$ cat src/rtl/hazard_sequencer_pkg.sv
`default_nettype none
// ============================================================================
// Module      : hazard_sequencer_pkg
// Description : Shared pipeline definitions for the hazard sequencer: the
//               sequencer state encoding and the default width of the
//               saturating performance counters.
// Revision    : 1.0 - initial release
// ============================================================================
package hazard_sequencer_pkg;

    // Encoding 2'd3 is deliberately left unused; the sequencer recovers
    // from it to RUN on the next edge.
    typedef enum logic [1:0] {
        ST_RUN     = 2'd0,
        ST_HAZARD  = 2'd1,
        ST_MEMWAIT = 2'd2
    } state_t;

    localparam int CNT_W_DEFAULT = 16;

endpackage : hazard_sequencer_pkg
`default_nettype wire

$ cat src/rtl/hazard_sequencer_sat_counter.sv
`default_nettype none
// ============================================================================
// Module      : sat_counter
// Description : Up-counter that increments by one on each enabled edge and
//               sticks at all-ones instead of wrapping.
// Ports       : clk   - clock
//               rst_n - asynchronous active-low reset, clears the count
//               inc   - increment request for this edge
//               cnt   - current count
// Revision    : 1.0 - initial release
// ============================================================================
module sat_counter #(
    parameter int W = 16
) (
    input  logic         clk,
    input  logic         rst_n,
    input  logic         inc,
    output logic [W-1:0] cnt
);

    always_ff @(posedge clk or negedge rst_n) begin
        if (!rst_n) begin
            cnt <= '0;
        end else if (inc && (cnt != {W{1'b1}})) begin
            cnt <= cnt + 1'b1;
        end
    end

endmodule : sat_counter
`default_nettype wire

$ cat src/rtl/hazard_sequencer.sv
`default_nettype none
// ============================================================================
// Module      : hazard_sequencer
// Description : Pipeline stall/flush sequencer. Arbitrates cache-miss,
//               data-hazard and redirect requests (mem > haz > redirect)
//               into per-stage write enables, bubble and flush controls,
//               and counts stall and flush cycles.
// Ports       : clk, rst_n            - clock, async active-low reset
//               stall_lu, stall_j     - data-hazard requests
//               icache_stall,
//               dcache_stall          - cache miss in progress
//               redirect              - control-flow change resolved in ID
//               pc_we .. memwb_we     - pipeline write enables
//               ifid_flush            - IF/ID load NOP
//               idex_bubble           - ID/EX load NOP
//               state                 - current sequencer state
//               stall_cnt, flush_cnt  - saturating performance counters
// Revision    : 1.0 - initial release
// ============================================================================
module hazard_sequencer
    import hazard_sequencer_pkg::*;
#(
    parameter int CNT_W = CNT_W_DEFAULT
) (
    input  logic             clk,
    input  logic             rst_n,
    input  logic             stall_lu,
    input  logic             stall_j,
    input  logic             icache_stall,
    input  logic             dcache_stall,
    input  logic             redirect,
    output logic             pc_we,
    output logic             ifid_we,
    output logic             ifid_flush,
    output logic             idex_we,
    output logic             idex_bubble,
    output logic             exmem_we,
    output logic             memwb_we,
    output logic [1:0]       state,
    output logic [CNT_W-1:0] stall_cnt,
    output logic [CNT_W-1:0] flush_cnt
);

    state_t r_state;
    state_t w_next;
    logic   r_pend;
    logic   w_mem;
    logic   w_haz;

    assign w_mem = icache_stall | dcache_stall;
    assign w_haz = stall_lu | stall_j;

    // Control outputs are combinational so a stall takes effect in the same
    // cycle it is requested.
    always_comb begin
        pc_we       = 1'b1;
        ifid_we     = 1'b1;
        ifid_flush  = 1'b0;
        idex_we     = 1'b1;
        idex_bubble = 1'b0;
        exmem_we    = 1'b1;
        memwb_we    = 1'b1;
        w_next      = ST_RUN;
        if (w_mem) begin
            // Whole pipeline frozen; nothing moves so no bubble or flush.
            pc_we    = 1'b0;
            ifid_we  = 1'b0;
            idex_we  = 1'b0;
            exmem_we = 1'b0;
            memwb_we = 1'b0;
            w_next   = ST_MEMWAIT;
        end else if (w_haz) begin
            // Front end holds, a bubble is injected into EX.
            pc_we       = 1'b0;
            ifid_we     = 1'b0;
            idex_bubble = 1'b1;
            w_next      = ST_HAZARD;
        end else begin
            // A redirect swallowed during a stall is replayed here.
            ifid_flush = redirect | r_pend;
        end
    end

    always_ff @(posedge clk or negedge rst_n) begin
        if (!rst_n) begin
            r_state <= ST_RUN;
            r_pend  <= 1'b0;
        end else begin
            case (r_state)
                ST_RUN, ST_HAZARD, ST_MEMWAIT: r_state <= w_next;
                default:                       r_state <= ST_RUN;
            endcase
            // Pend remembers a redirect seen while stalled and is released in
            // the first unstalled cycle, which is the cycle that flushes.
            if (w_mem || w_haz) begin
                r_pend <= r_pend | redirect;
            end else begin
                r_pend <= 1'b0;
            end
        end
    end

    assign state = r_state;

    sat_counter #(
        .W (CNT_W)
    ) u_stall_cnt (
        .clk   (clk),
        .rst_n (rst_n),
        .inc   (~pc_we),
        .cnt   (stall_cnt)
    );

    sat_counter #(
        .W (CNT_W)
    ) u_flush_cnt (
        .clk   (clk),
        .rst_n (rst_n),
        .inc   (ifid_flush),
        .cnt   (flush_cnt)
    );

endmodule : hazard_sequencer
`default_nettype wire

$ cat config.mk
export PLATFORM = sky130hd
export DESIGN_NAME = hazard_sequencer
export DESIGN_NICKNAME = d
export VERILOG_FILES = /design/src/rtl/hazard_sequencer_pkg.sv /design/src/rtl/hazard_sequencer_sat_counter.sv /design/src/rtl/hazard_sequencer.sv
export SDC_FILE = /design/constraint.sdc
export NUM_CORES = 1
export LEC_CHECK = 0
export ABC_CLOCK_PERIOD_IN_PS = 1600
export CAP_MARGIN = 20
export CORE_UTILIZATION = 40
export DETAILED_ROUTE_END_ITERATION = 6
export PLACE_DENSITY = 0.7
export SLEW_MARGIN = 20
export SYNTH_ARGS = -nofsm -noshare
export SYNTH_HDL_FRONTEND = slang
export SYNTH_HIERARCHICAL = 1
export SYNTH_SLANG_ARGS = --single-unit
$ cat constraint.sdc
create_clock -name clk -period 1.6 [get_ports clk]
set_input_delay 0.16 -clock clk [delete_from_list [all_inputs] [get_ports clk]]
set_output_delay 0.16 -clock clk [all_outputs]
set_load 0.005 [all_outputs]
=== Yosys cells after proc, flatten, opt, wreduce, memory -nomap -nowiden ===
Cells that the tools add are included.

* Add/sub/neg operators: 2
* Multiply operators: 0
* Div/mod/pow operators: 0
* Order comparisons: 0
* Equal/unequal tests: 4
* Shifts and indexed selects: 0
* Multiplexer cells: 11
* Bitwise operators: 4
* Reduce and logical (&&, ||, !) cells: 5

{| class="wikitable"
|+ Operators with widths
! cell !! count
|-
| adder 16 x 1 -> 16 bit (second input constant) || 2
|-
| inequality test 16 bit (second input constant) || 2
|-
| 2-to-1 mux 1 bit || 9
|-
| 2-to-1 mux 2 bit || 2
|-
| bitwise OR 1 bit || 3
|-
| OR reduction 3 bit || 1
|-
| == test 2 x 1 -> 1 bit (second input constant) || 1
|-
| == test 2 bit (second input constant) || 1
|-
| logical AND 1 bit || 2
|-
| zero test 2 bit || 1
|-
| logical OR 1 bit || 1
|-
| inverter 1 bit || 1
|}

* Flip-flop bits (word level): 35
* Latch bits: 0
* Memory bits (writable): 0
* ROM bits: 0
* Input port bits: 7
* Output and inout port bits: 41
* Word-level logic and storage cells: 30
* Memories: 0

=== Longest topological paths before layout ===
* Depth after elaboration: 5
* Depth in mapped cells: 7
* Gate-level depth less buffers: 6

=== By module ===
The synthesis kept the hierarchy.

{| class="wikitable"
|+ By module, submodules not included
! module !! instances !! cells an instance !! area an instance (um2) !! seq. area each (um2)
|-
| sat_counter (u_flush_cnt) || 1 || 77 || 884.6 || 400.4
|-
| sat_counter (u_stall_cnt) || 1 || 72 || 859.6 || 400.4
|-
| hazard_sequencer || 1 || 16 || 152.6 || 75.1
|}

=== Least setup slack after synthesis ===
Ideal clock, no wire load.

* Path type: input to register
* Start: input dcache_stall
* End: register u_flush_cnt.cnt[15]
* Setup time: 0.125 ns
* Arrival: 1.787 ns
* Data required time: 1.475 ns
* Path slack: -0.312 ns
* Stages: 6
* Buffers on the path: 0
* Path through: or4_4 > nor2_2 > nand4_1 > nor4_4 > nand3_2 > mux2_4

* Word-level cells in the longest chain between the ends: 3

{| class="wikitable"
|+ RTL lines
! item !! line !! RTL
|-
| start, declared || hazard_sequencer.sv:30 || <nowiki>input logic dcache_stall,</nowiki>
|-
| bitwise OR 1 bit || hazard_sequencer.sv:50 || <nowiki>assign w_mem = icache_stall | dcache_stall;</nowiki>
|-
| 2-to-1 mux 1 bit || hazard_sequencer.sv:64 || <nowiki>if (w_mem) begin</nowiki>
|-
| via ifid_flush || hazard_sequencer.sv:34 || <nowiki>output logic ifid_flush,</nowiki>
|-
| logical AND 1 bit || hazard_sequencer_sat_counter.sv:24 || <nowiki>end else if (inc && (cnt != {W{1'b1}})) begin</nowiki>
|-
| end signal, assigned || hazard_sequencer_sat_counter.sv:25 || <nowiki>cnt <= cnt + 1'b1;</nowiki>
|-
| end, declared || hazard_sequencer_sat_counter.sv:18 || <nowiki>output logic [W-1:0] cnt</nowiki>
|}

The timed path passes the listed nets, and every way through them passes these cells.
A chain may end at the register's enable or synchronous reset.

=== Worst setup path after layout ===
* Start: input stall_lu
* End: register u_flush_cnt.cnt[15]

* Word-level cells in the longest chain between the ends: 4

{| class="wikitable"
|+ RTL lines
! item !! line !! RTL
|-
| start, declared || hazard_sequencer.sv:27 || <nowiki>input logic stall_lu,</nowiki>
|-
| bitwise OR 1 bit || hazard_sequencer.sv:51 || <nowiki>assign w_haz = stall_lu | stall_j;</nowiki>
|-
| 2-to-1 mux 1 bit || hazard_sequencer.sv:72 || <nowiki>end else if (w_haz) begin</nowiki>
|-
| 2-to-1 mux 1 bit || hazard_sequencer.sv:64 ||
|-
| logical AND 1 bit || hazard_sequencer_sat_counter.sv:24 ||
|}

No other way between the ends.

==> impl_results.md <==
* Fillcell total at 372
* Timing-limited maximum frequency at 623 MHz
* Hold Fails Final Rpt at 0
* First-pass DRT Iterations at 6
* Final worst path period share at 1.00
* WL/cell at 15.5 µm
* Initial DRC count at 118
* Post-route ant nets at 0
* Min cycle time layout at 1.61 ns
* CTS H-Tree Depth at 2
* Place WS at -0.588 ns
* Port Buffers at 47
* Post-synthesis register bit count at 35
* NumNets Final at 277
* Worst setup SP type: input port
* Starting density of the core at 0.427
* Max Root-Sink Buffers at 2
* Placer congestion estimate at 0.780
* Die area at 5020 µm²
* Post-Layout Inst Area at 2970 µm²
* Synth warn at 6
* Setup_tns at -0.00638 ns
* GRT Resource Usage Total at 0.208
* CP Capture Type: flop
* Max-Cap Viols at 0
* Async set or reset register ratio after synthesis at 1.00
* Status: complete, but fails checks
* CTS buffer count at 5
* # hold bufs at CTS at 0
* DRT Wirelength at 4950 µm
* Non-filler cells, final at 320
* Via Count at 1,766
* IO Pins at 48
* Final Worst Setup Slack at -0.00638 ns
* First-pass GRT wire length at 8180 µm
* Chip Height at 70.9 µm
* Initial antenna violation count at 0
* Kind of critical path: input port to flop
* Slew Limit Headroom at 0.702
* Seq/Total Area, Yosys at 0.462
* Std cell rows at 24
* Final core occ at 0.668
* Placed cells at 308
* Layout area overhead at 56.4%
* Nets in the synthesized netlist at 174
* Worst IR Drop VDD at 0.616 mV
* Share of cells above drive strength 1 at 0.377
* Crit path DAT at 1.78 ns
* CTS tree: built
* Core Area at 4440 µm²
* Worst-path cell with the longest stage delay: or4_4
* Synth unique cells at 39
* Die Width at 70.9 µm
* Vias in the first global route at 1,766
* Worst-Skew Late Latency at 0.29 ns
* Crit-path max FO at 2
* Bufs and invs on worst path at 2
* CTS Sinks at 35
* EDFF count, synth at 0
* GRT overflow at 0
* Cell Pwr Density at 1000 nW/µm²
* Failing checks: design-rule violations, negative setup slack
* ANT cells at 0
* Cell family with most CP delay: simple AND/OR/NAND/NOR gates
* Worst-margin pin slew at 0.446 ns
* Largest net degree at the start of global routing at 36
* Vias per cell at 5.52
* Unrepaired setup endpoints after global routing: true
* Root Buffer: clkbuf_8
* Fin. max-slew vios at 0
* Worst-path cell chain: buf_6 > or4_4 > buf_6 > nor2_4 > nand4_1 > nor4_4 > nand3_2 > mux2_4
* Avg Inst Size Synth at 11.5 µm²
* Final HPWL DP at 3580 µm
* Final setup fails at 1
* HP Class: input port to flop
* CTS clk-pin slew, worst paths at 0.07 ns
* Clock Skew at 0.00319 ns
* Most used cell along the critical path: buf_6
* Most used flip-flop cell after synthesis: dfrtp_1
* Netlist Area Pre-Place at 1900 µm²
* Synthesized instance count at 165
* Dpl cell area at 2780 µm²
* Leak Pwr at 1.32 nW
* Post-route DRC at 8
* Worst EP required at 1.78 ns
* Max incr delay on CP at 0.54 ns
==> synth_stat cells (2+ instances only) <==
cell | n | share of area
dfrtp_1 | 35 | 0.46
nand4_1 | 17 | 0.056
nor2_1 | 12 | 0.024
nand3_1 | 10 | 0.026
xnor2_1 | 10 | 0.046
o21a_1 | 8 | 0.032
a21oi_1 | 7 | 0.018
nand2_1 | 7 | 0.014
a31oi_1 | 5 | 0.016
and3_1 | 4 | 0.013
xor2_1 | 4 | 0.018
and4_1 | 3 | 0.014
buf_4 | 3 | 0.012
nand3_4 | 3 | 0.028
nor4_4 | 3 | 0.034
a32oi_1 | 2 | 0.0092
a41oi_1 | 2 | 0.0092
ha_1 | 2 | 0.013
mux2_4 | 2 | 0.016
nand3_2 | 2 | 0.011
nand4_4 | 2 | 0.022
nor2_2 | 2 | 0.0066
nor3_1 | 2 | 0.0053
o21ai_0 | 2 | 0.0053
o31ai_4 | 2 | 0.022
==> report_power, final <==
part	switching [W]	total [W]	internal (W)	leakage (nW)
registers	0.000140	0.00117	0.00103	0.461
logic	0.000482	0.00115	0.000669	0.814
clock network	0.000313	0.000650	0.000338	0.0470
total	0.000935	0.00297	0.00204	1.32
==> metal layers <==
layer	global-route usage	vias up	share of wire
li1	-	842	-
met1	0.253	867	0.43
met2	0.363	44	0.51
met3	0.0484	13	0.041
met4	0.0756	0	0.024
met5	0	-	0
==> layout make-up <==
| cell class | count | area [µm²] | area share |
|---|---|---|---|
| Inverter | 1 | 3.75 | 0.00127 |
| Sequential cell | 35 | 877 | 0.296 |
| Clock inverter | 1 | 5.00 | 0.00169 |
| Multi-Input combinational cell | 125 | 1070 | 0.359 |
| Timing Repair Buffer | 100 | 867 | 0.292 |
| Clock buffer | 6 | 82.6 | 0.0278 |
| Tap cell | 52 | 65.1 | 0.0219 |
==> cell usage in the layout (no fill, tap or decap), types with 3 or more instances in the layout <==
| master | Yosys | final |
|---|---|---|
| nand4_1 | 17 | 17 |
| nor2_2 | 2 | 4 |
| xor2_1 | 4 | 4 |
| a21oi_1 | 7 | 5 |
| o21a_1 | 8 | 8 |
| buf_4 | 3 | 49 |
| dfrtp_1 | 35 | 34 |
| buf_2 | 0 | 3 |
| nand2_1 | 7 | 5 |
| a31oi_1 | 5 | 4 |
| and4_1 | 3 | 3 |
| xnor2_1 | 10 | 10 |
| clkbuf_8 | 0 | 6 |
| clkdlybuf4s50_1 | 0 | 40 |
| nor2_1 | 12 | 9 |
| nor4_4 | 3 | 4 |
| buf_6 | 0 | 5 |
| nand3_4 | 3 | 3 |
| nand3_1 | 10 | 10 |
==> worst paths after layout <==
check	start	to	slack [ns]	depth (start not counted)
min in group asynchronous	rst_n	u_stall_cnt/cnt[8]$_DFFE_PN0P_	0.29	2
max in group asynchronous	rst_n	u_flush_cnt/cnt[2]$_DFFE_PN0P_	0.97	2
hold / removal	icache_stall	state[0]$_DFF_PN0_	0.16	3
setup / recovery	stall_lu	u_flush_cnt/cnt[15]$_DFFE_PN0P_	-0.006	8
setup reg to reg	u_flush_cnt/cnt[10]$_DFFE_PN0P_	u_flush_cnt/cnt[1]$_DFFE_PN0P_	0.10	4
hold reg to reg	state[0]$_DFF_PN0_	state[1]$_DFF_PN0_	0.47	1
==> what timing repair did <==
action / 4_1_cts / 5_1_grt
gates resized for setup: 30 / 12
pin swaps: 10 / 10
setup buffers: 4 / 1
cloned: 0 / 0
setup endpoints to repair: 35 / 19
==> tightest hold or removal path, stage by stage <==
cell	delay, ns
buf_2	0.09
buf_4	0.11
a2111oi_0	0.05
==> flip-flops by register name, indices dropped and copies added (netlist names) <==
name             count
u_stall_cnt/cnt     16
u_flush_cnt/cnt     16
state                2
r_pend               1
==> kinds of logic (layout without fill, tap and decap cells) <==
| logic type | after synthesis | after routing | synth area share |
|---|---|---|---|
| AO/OA/AOI/OAI | 30 | 30 | 0.121 |
| XOR/XNOR | 14 | 14 | 0.0646 |
| adder cells (fa/ha/maj) | 2 | 2 | 0.0132 |
| buffers and inverters | 5 | 108 | 0.0158 |
| flip-flops | 35 | 35 | 0.462 |
| multiplexers | 3 | 3 | 0.0218 |
| AND/OR/NAND/NOR | 76 | 76 | 0.301 |
==> stage by stage <==
stage	hold WS, ns	power [W]
floorplan	-0.136	0.00159
detailed placement	0.465	0.00229
global placement	0.462	0.00226
CTS	0.153	0.00298
global route	0.164	0.00316
finish	0.164	0.00297
Power figures use the tool's default switching activity.
==> RTL change, RTL diff (same flow settings) <==
Put a register stage on the output `flush_cnt`, with the module's reset. The value now appears one clock later. The other outputs are not delayed to match.
--- a/src/rtl/hazard_sequencer.sv
+++ b/src/rtl/hazard_sequencer.sv
@@ -42,2 +42,4 @@
 );
+
+    logic [CNT_W-1:0] flush_cnt_d;
 
@@ -119,4 +121,12 @@
         .inc   (ifid_flush),
-        .cnt   (flush_cnt)
+        .cnt   (flush_cnt_d)
     );
+
+    always_ff @(posedge clk or negedge rst_n) begin
+        if (!rst_n) begin
+            flush_cnt <= '0;
+        end else begin
+            flush_cnt <= flush_cnt_d;
+        end
+    end
 
Formal check against the unedited RTL: not equivalent (a bounded check fails within 4 cycles, from zero or initial values and one cycle with rst_n low).
==> RTL change against the original RTL <==
- routed wire length is 0.95% higher
- cell area is 13% higher
- via count is 2.6% higher
- sequential cell count is 16 higher
- power is 21% higher
- critical path depth stayed put
- worst setup slack better by 29 ps
- synthesized area is 21% higher
==> RTL change: results (changes against the original RTL) <==
Run status
  • Status: finished, final reports clean (was finished with violations)

Worst setup path
  • Arr. time, crit path: 1760 ps (was 1780 ps)
  • CP Max Fanout: 3 (was 2)

Synthesis
  • Syn nets: 190 (was 174)
  • Synth top cells by count: dfrtp_1, nand4_1, nor2_1, nand3_1, xnor2_1 (unchanged)
  • Sequential share of the synthesized area: 55.56% (was 46.17%)
  • XOR/XNOR share of the synthesized area: 5.338% (was 6.464%)
  • Mux cell area share after synthesis: 1.797% (was 2.177%)
  • Synth area leaders: dfrtp_1, nand4_1, xnor2_1 (unchanged)
  • Yosys warns: 6 (unchanged)
  • Post-synthesis adder-cell area fraction: 1.089% (was 1.319%)
  • Compound-cell area share of the yosys netlist: 10.02% (was 12.14%)

STA
  • Worst-Margin Slew: 464.0 ps (was 446.3 ps)
  • Worst Skew: 4.672 ps (was 3.191 ps)

Layout
  • Layout cells sized above 1: 31.54% (was 37.69%)
  • Antenna Cells: 0 (unchanged)
  • Layout Nets: 288 (was 277)

GRT
  • Total GRT Usage: 18.56% (was 20.85%)
  • Met2 usage: 31.24% (was 36.32%)
  • Largest net degree at the start of global routing: 34 (was 36)
  • First-pass GRT wire length: 8721 µm (was 8176 µm)
  • Vias in the first global route: 1834 (was 1766)
  • M1 GR Usage: 24.07% (was 25.25%)
  • GR Layer Usage met3: 3.294% (was 4.843%)

Power
  • Net Sw Frac: 28.20% (was 31.44%)
  • VDD IR max: 0.5192 mV (was 0.6156 mV)
  • Pleak: 1.517 nW (was 1.321 nW)

Place
  • Pre-CTS setup slack: -619.1 ps (was -588.1 ps)
  • HPWL Detailed: 3725 µm (was 3577 µm)
  • GP Congestion: 0.8128 (was 0.7801)
  • DP Area: 0.003164 mm² (was 0.002776 mm²)

Drt
  • Detailed Routing Iterations Pass 1: 4 (was 6)
  • DR vias/cell: 5.162 (was 5.519)
  • Post-Route WL: 4993 µm (was 4946 µm)
  • DRT iter0 DRCs: 48 (was 118)

Clock tree
  • CTS Buf Count: 5 (unchanged)
  • CTS hold repair buffers: 1 (was 0)
  • Post-CTS Resized: 25 (was 30)

Run
  • MaxCap Viol Count: 0 (unchanged)
RTL change: changes by cell type after synthesis, sizes merged:
cell   before  now
dfrtp      35   51
RTL change: worst paths after layout:
path                               startpoint                  end  slack, ps
max                                  stall_lu  u_flush_cnt/cnt[15]         20
min                              icache_stall             state[0]        150
max reg2reg                u_flush_cnt/cnt[2]  u_flush_cnt/cnt[15]         90
min reg2reg                          state[0]             state[1]        470
max in group asynchronous               rst_n   u_stall_cnt/cnt[3]        730
min in group asynchronous               rst_n         flush_cnt[1]        350
RTL change: cell type report:
class	count	area, µm²
clock inverter	1	30.03
sequential	51	1276
clock buffer	6	72.57
inverter	1	3.754
timing repair buffer	95	843.3
fill	431	2153
multi-input combinational	125	1037
tap	72	90.09
RTL change: power by group through the flow:
stage	clock (mW)	sequential (mW)	combinational, mW
global route	0.927	1.66	1.21
detailed placement	0	1.66	1.08
floorplan	0	1.72	0.329
CTS	0.871	1.63	1.12
finish	0.842	1.63	1.13
global placement	0	1.65	1.06
RTL change: metrics by stage:
| step | power (mW) | std cells | setup TNS, ps | util [%] |
|---|---|---|---|---|
| floorplan | 2.047 | 181 | -617.5 | - |
| global placement | 2.709 | 338 | -13500 | 57.46 |
| detailed placement | 2.732 | 338 | -14580 | 57.46 |
| CTS | 3.620 | 350 | -112.4 | 60.30 |
| global route | 3.796 | 351 | -17.74 | 60.90 |
| finish | 3.597 | 351 | 0 | 60.90 |
RTL change: critical path: stages:
cell and delay (ps):
buf_6 90, or4_4 560, nor2_4 120, buf_6 110, nand4_1 110, nor4_4 200
nand3_2 110, mux2_4 300
RTL change: per-layer routing:
layer | part of all wire (%) | vias up
li1 | - | 886
met1 | 44 | 876
met3 | 3.1 | 9
met4 | 1.4 | 0
met5 | 0 | -
met2 | 51 | 41
